### src/rtl/gpio_key_pkg.sv
// gpio_key_pkg: shared constants and counter sizing for the key debouncer
package gpio_key_pkg;
    localparam int DEFAULT_STABLE_CYCLES = 240000;
    localparam int MIN_SYNC_STAGES = 2;
    function automatic int cnt_width(input int stable_cycles);
        return $clog2(stable_cycles + 1);
    endfunction
endpackage

### src/rtl/gpio_key_debounce_ch.sv
// gpio_key_debounce_ch: one channel -- synchroniser, stability counter, level and edge registers (edges need GPIO_KEY_DEBOUNCE_EDGE_EN)
module gpio_key_debounce_ch
    import gpio_key_pkg::*;
#(
    parameter int STABLE_CYCLES = DEFAULT_STABLE_CYCLES,
    parameter int SYNC_STAGES   = MIN_SYNC_STAGES
) (
    input  logic clock,
    input  logic reset,
    input  logic n,
    output logic key_o,
    output logic press_o,
    output logic release_o
);
    localparam int SS = SYNC_STAGES < MIN_SYNC_STAGES ? MIN_SYNC_STAGES : SYNC_STAGES;
    localparam int CW = cnt_width(STABLE_CYCLES);
    localparam logic [CW-1:0] LAST = CW'(STABLE_CYCLES - 1);
    logic [SS-1:0] sync;
    logic [CW-1:0] cnt, cnt_next;
    logic s, key_next;
    assign s = sync[SS-1];
    // shift the normalised pad through the synchroniser chain
    always_ff @(posedge clock)
        if (reset) sync <= '0;
        else sync <= {sync[SS-2:0], n};
    // a differing level is accepted only after LAST+1 consecutive cycles; any agreement restarts
    always_comb begin
        key_next = (s != key_o && cnt == LAST) ? s : key_o;
        cnt_next = (s == key_o || cnt == LAST) ? '0 : cnt + CW'(1);
    end
    // level and counter state
    always_ff @(posedge clock)
        if (reset) begin
            key_o <= 1'b0;
            cnt   <= '0;
        end else begin
            key_o <= key_next;
            cnt   <= cnt_next;
        end
`ifdef GPIO_KEY_DEBOUNCE_EDGE_EN
    // strobes land in the same cycle the new level first appears on key_o
    always_ff @(posedge clock)
        if (reset) begin
            press_o   <= 1'b0;
            release_o <= 1'b0;
        end else begin
            press_o   <= key_next & ~key_o;
            release_o <= ~key_next & key_o;
        end
`else
    assign press_o   = 1'b0;
    assign release_o = 1'b0;
`endif
endmodule

### src/rtl/gpio_key_debounce.sv
// gpio_key_debounce: multi-channel key conditioner; press/release strobes built only with GPIO_KEY_DEBOUNCE_EDGE_EN
module gpio_key_debounce
    import gpio_key_pkg::*;
#(
    parameter int WIDTH         = 8,
    parameter int STABLE_CYCLES = DEFAULT_STABLE_CYCLES,
    parameter int SYNC_STAGES   = MIN_SYNC_STAGES,
    parameter int ACTIVE_LOW    = 1
) (
    input  logic             clock,
    input  logic             reset,
    input  logic [WIDTH-1:0] key_i,
    output logic [WIDTH-1:0] key_o,
    output logic [WIDTH-1:0] press_o,
    output logic [WIDTH-1:0] release_o
);
    logic [WIDTH-1:0] n;
    assign n = (ACTIVE_LOW != 0) ? ~key_i : key_i;
    for (genvar i = 0; i < WIDTH; i++) begin : g_ch
        gpio_key_debounce_ch #(
            .STABLE_CYCLES(STABLE_CYCLES),
            .SYNC_STAGES  (SYNC_STAGES)
        ) u_ch (
            .clock    (clock),
            .reset    (reset),
            .n        (n[i]),
            .key_o    (key_o[i]),
            .press_o  (press_o[i]),
            .release_o(release_o[i])
        );
    end
endmodule

### config.mk
export PLATFORM = sky130hd
export DESIGN_NAME = gpio_key_debounce
export DESIGN_NICKNAME = d
export VERILOG_FILES = /design/src/rtl/gpio_key_pkg.sv /design/src/rtl/gpio_key_debounce_ch.sv /design/src/rtl/gpio_key_debounce.sv
export SDC_FILE = /design/constraint.sdc
export NUM_CORES = 1
export LEC_CHECK = 0
export CAP_MARGIN = 20
export CORE_MARGIN = 10
export CORE_UTILIZATION = 35
export DETAILED_ROUTE_END_ITERATION = 7
export GPL_TIMING_DRIVEN = 0
export PLACE_DENSITY_LB_ADDON = 0.25
export SYNTH_ARGS = -nofsm -noshare
export SYNTH_HDL_FRONTEND = slang
export SYNTH_HIERARCHICAL = 1
export SYNTH_SLANG_ARGS = --single-unit
### constraint.sdc
create_clock -name clock -period 1.9 [get_ports clock]
set_input_delay 0.38 -clock clock [delete_from_list [all_inputs] [get_ports clock]]
set_output_delay 0.38 -clock clock [all_outputs]
set_load 0.1 [all_outputs]
==> results.py <==
metrics = {
    "worst_setup_path": {
        "cp_max_fo": 10,
        "timing.reg2reg.setup_slack_ps": 60,
        "start_kind": "flip-flop",
        "reg2reg_from": "g_ch[2].u_ch/cnt[0]$_SDFF_PP0_",
        "regToRegEndpoint": "g_ch[2].u_ch/cnt[16]$_SDFF_PP0_",
        "critPathArrivalTime_ps": 2150,
        "required_ps": 2210,
        "r2r_cells": 6,
        "critical_path_class": "reg -> reg",
        "end_kind": "flip-flop",
        "crit_start": "g_ch[2].u_ch/cnt[0]$_SDFF_PP0_",
    },
    "cts": {
        "clkSlewWorstSetupHoldPaths_ps": 60,
        "cts_made_buffers": 17,
        "holdBufCountCts": 0,
        "cts.path.max_buffers": 2,
        "cts_tree": "done",
        "clk_latency_ps": 430,
        "htree_levels": 4,
        "cts_root_buffer": "clkbuf_16",
        "cts.sinks": 168,
    },
    "route": {
        "dr.pass1.iters": 5,
        "ant_nets": 0,
        "vias": 5665,
        "avgRoutedWirePerCell_um": 11.75,
        "drt_iter0_drc": 298,
        "finalWirelength_um": 14150,
        "vias_per_cell": 4.701,
        "drc": 0,
    },
    "logic_synthesis": {
        "synth_top_flop_cell": "dfxtp_1",
        "yosysMostFrequentCell": "dfxtp_1",
        "synth-seq-cells": 168,
        "synth_area_leaders": "dfxtp_1, xnor2_1, nor2_1",
        "yosysWarnings": 6,
        "syn_inst": 864,
        "netlist.area_leader.share": 0.4444,
        "async_reset_ff_frac": 0,
        "synth_common_cells": "dfxtp_1, nor2_1, xnor2_1, nand2_1, nand3_1",
        "synth_edf_count": 0,
        "ys_types": 25,
        "syn-cell-area_sq_mm": 0.007567,
        "synth_top_area_cell": "dfxtp_1",
        "yosysSeqAreaShare": 0.4444,
        "avgSynthCellArea_sq_um": 8.758,
    },
    "power": {
        "peakVddDrop_mv": 0.5605,
        "p_leak_nw": 2.576,
        "p_per_area_mw_per_mm2": 843.1,
    },
    "grt": {
        "grt_usage": 0.1050,
        "first_global_vias": 5579,
        "grt_max_degree": 41,
        "overflow": 0,
        "grt_pass1_wl_um": 25390,
        "antenna_found_initial": 0,
    },
    "floorplan": {
        "io_pins": 34,
        "num_rows": 53,
        "start_util": 0.3577,
        "core-area_sq_mm": 0.02115,
        "die-area_sq_mm": 0.02790,
        "die_y_um": 167.0,
        "die_w_um": 167.0,
    },
    "sta": {
        "rsz0062_at_grt": "true",
        "post-route-period-util": 0.9661,
        "final_hold_viol_count": 0,
        "finalSetupViolCount": 0,
        "worstMarginPinSlew_ps": 845.7,
        "slew_headroom": 0.4362,
        "skew_ps": 12.80,
        "hold_ws_ps": 437.9,
        "slew_violations": 0,
        "max_freq_mhz": 544.8,
        "period_needed_ps": 1836,
    },
    "placed_design": {
        "gp_congestion": 0.7590,
        "dp_hpwl_um": 9499,
        "io_buffers": 17,
        "dp.cells": 1164,
        "place_area_sq_mm": 0.008107,
    },
    "run": {
        "drv_cap": 0,
    },
    "cells_and_area": {
        "n_antenna_cell": 0,
        "stdcell_area_sq_mm": 0.009024,
        "syn2layout_area_growth_pct": 19.25,
        "final_cells": 1205,
        "final_layout_size_suffix_gt1_frac": 0.1559,
        "layout.nets": 935,
    },
    "status": {
        "outcome": "complete, no violations",
    },
    "worst_hold_path": {
        "hp-class": "reg -> reg",
        "min_to": "g_ch[3].u_ch/sync[1]$_SDFF_PP0_",
        "min_delay_path_depth": 1,
        "hold_path_startpoint": "g_ch[3].u_ch/sync[0]$_SDFF_PP0_",
    },
}
==> cell usage in the layout, fill, tap and decap left out, types with 9 or more instances in the layout <==
master	n
o21ai_0	15
xnor2_1	104
nor3_1	40
buf_4	30
buf_2	9
nand2_1	56
clkbuf_16	17
inv_1	40
dfxtp_1	150
nor2_1	160
nor2b_1	16
conb_1	16
xor2_1	24
nand4_1	24
a21oi_1	16
nand3_1	56
nor4_1	26
dfxtp_2	12
==> where the power goes <==
| part | total [mW] | switching (mW) | internal [mW] |
|---|---|---|---|
| Sequential | 3.55 | 0.0178 | 3.54 |
| Combinational | 0.276 | 0.202 | 0.0739 |
| Clock | 3.78 | 1.38 | 2.40 |
| Total | 7.61 | 1.60 | 6.01 |
==> timing repair <==
action | 4_1_cts | 5_1_grt
resized for setup | 48 | 26
setup endpoints to repair | 152 | 141
setup buffers | 9 | 0
pin swaps | 8 | 2
==> metrics by stage <==
step / setup WS (ps) / total power [mW] / setup TNS [ps] / utilization
2_1_floorplan: 84.51 / 3.850 / 0 / -
3_3_place_gp: -1068 / 3.903 / -147000 / 0.3835
3_5_place_dp: -262.3 / 3.903 / -19810 / 0.3832
4_1_cts: 0.02442 / 7.731 / 0 / 0.4230
5_1_grt: -34.41 / 7.904 / -37.72 / 0.4266
6_report: 64.37 / 7.608 / 0 / 0.4266
==> sequential cells by signal (all words and copies together) (netlist names) <==
signal	cells
g_ch.u_ch/key_o	8
g_ch.u_ch/cnt	144
g_ch.u_ch/sync	16
==> worst max-delay path by stage <==
| stage | endpoint | depth (start not counted) | slack (ps) |
|---|---|---|---|
| 3_5_place_dp | g_ch[2].u_ch/cnt[13]$_SDFF_PP0_ | 6 | -260 |
| 3_3_place_gp | g_ch[1].u_ch/cnt[12]$_SDFF_PP0_ | 5 | -1070 |
| 6_report | g_ch[2].u_ch/cnt[16]$_SDFF_PP0_ | 6 | 60 |
| 5_1_grt | g_ch[3].u_ch/cnt[17]$_SDFF_PP0_ | 4 | -30 |
| 2_1_floorplan | g_ch[0].u_ch/cnt[12]$_SDFF_PP0_ | 6 | 80 |
| 4_1_cts | g_ch[3].u_ch/key_o$_SDFFE_PP0P_ | 5 | 0.02 |
==> layer usage <==
metal | GRT usage | vias to the layer above | wire length (um)
met1 | 0.1318 | 2620 | 7192
met2 | 0.1656 | 42 | 6451
met5 | 0 | - | 0
met4 | 0.04200 | 0 | 104
met3 | 0.02965 | 8 | 405
li1 | - | 2995 | -
==> logic make-up after synthesis <==
| kind of cell | after synthesis | synth area share |
|---|---|---|
| other cells | 8 | 0.003968 |
| compound gates | 40 | 0.03836 |
| buf+inv | 72 | 0.04894 |
| fa+ha+maj | 8 | 0.01323 |
| flops | 168 | 0.4444 |
| simple gates | 440 | 0.3029 |
| xor+xnor | 128 | 0.1481 |
==> cell type report <==
cell class                 count  area (sq um)
timing repair buffer          26         242.7
inverter                      40         150.1
tap                          275         344.1
fill                        2089         12130
clock buffer                  20         456.7
buffer                        32         231.5
clock inverter                12         196.4
multi-input combinational    632          4001
sequential                   168          3401
==> worst max-delay path, cell delays in order (launching register included) <==
cell	delay (ps)
dfxtp_2	410
ha_4	200
nand2_1	110
or4_4	570
o21ai_4	180
buf_4	200
nor2_1	60
Power figures use the tool's default switching activity.
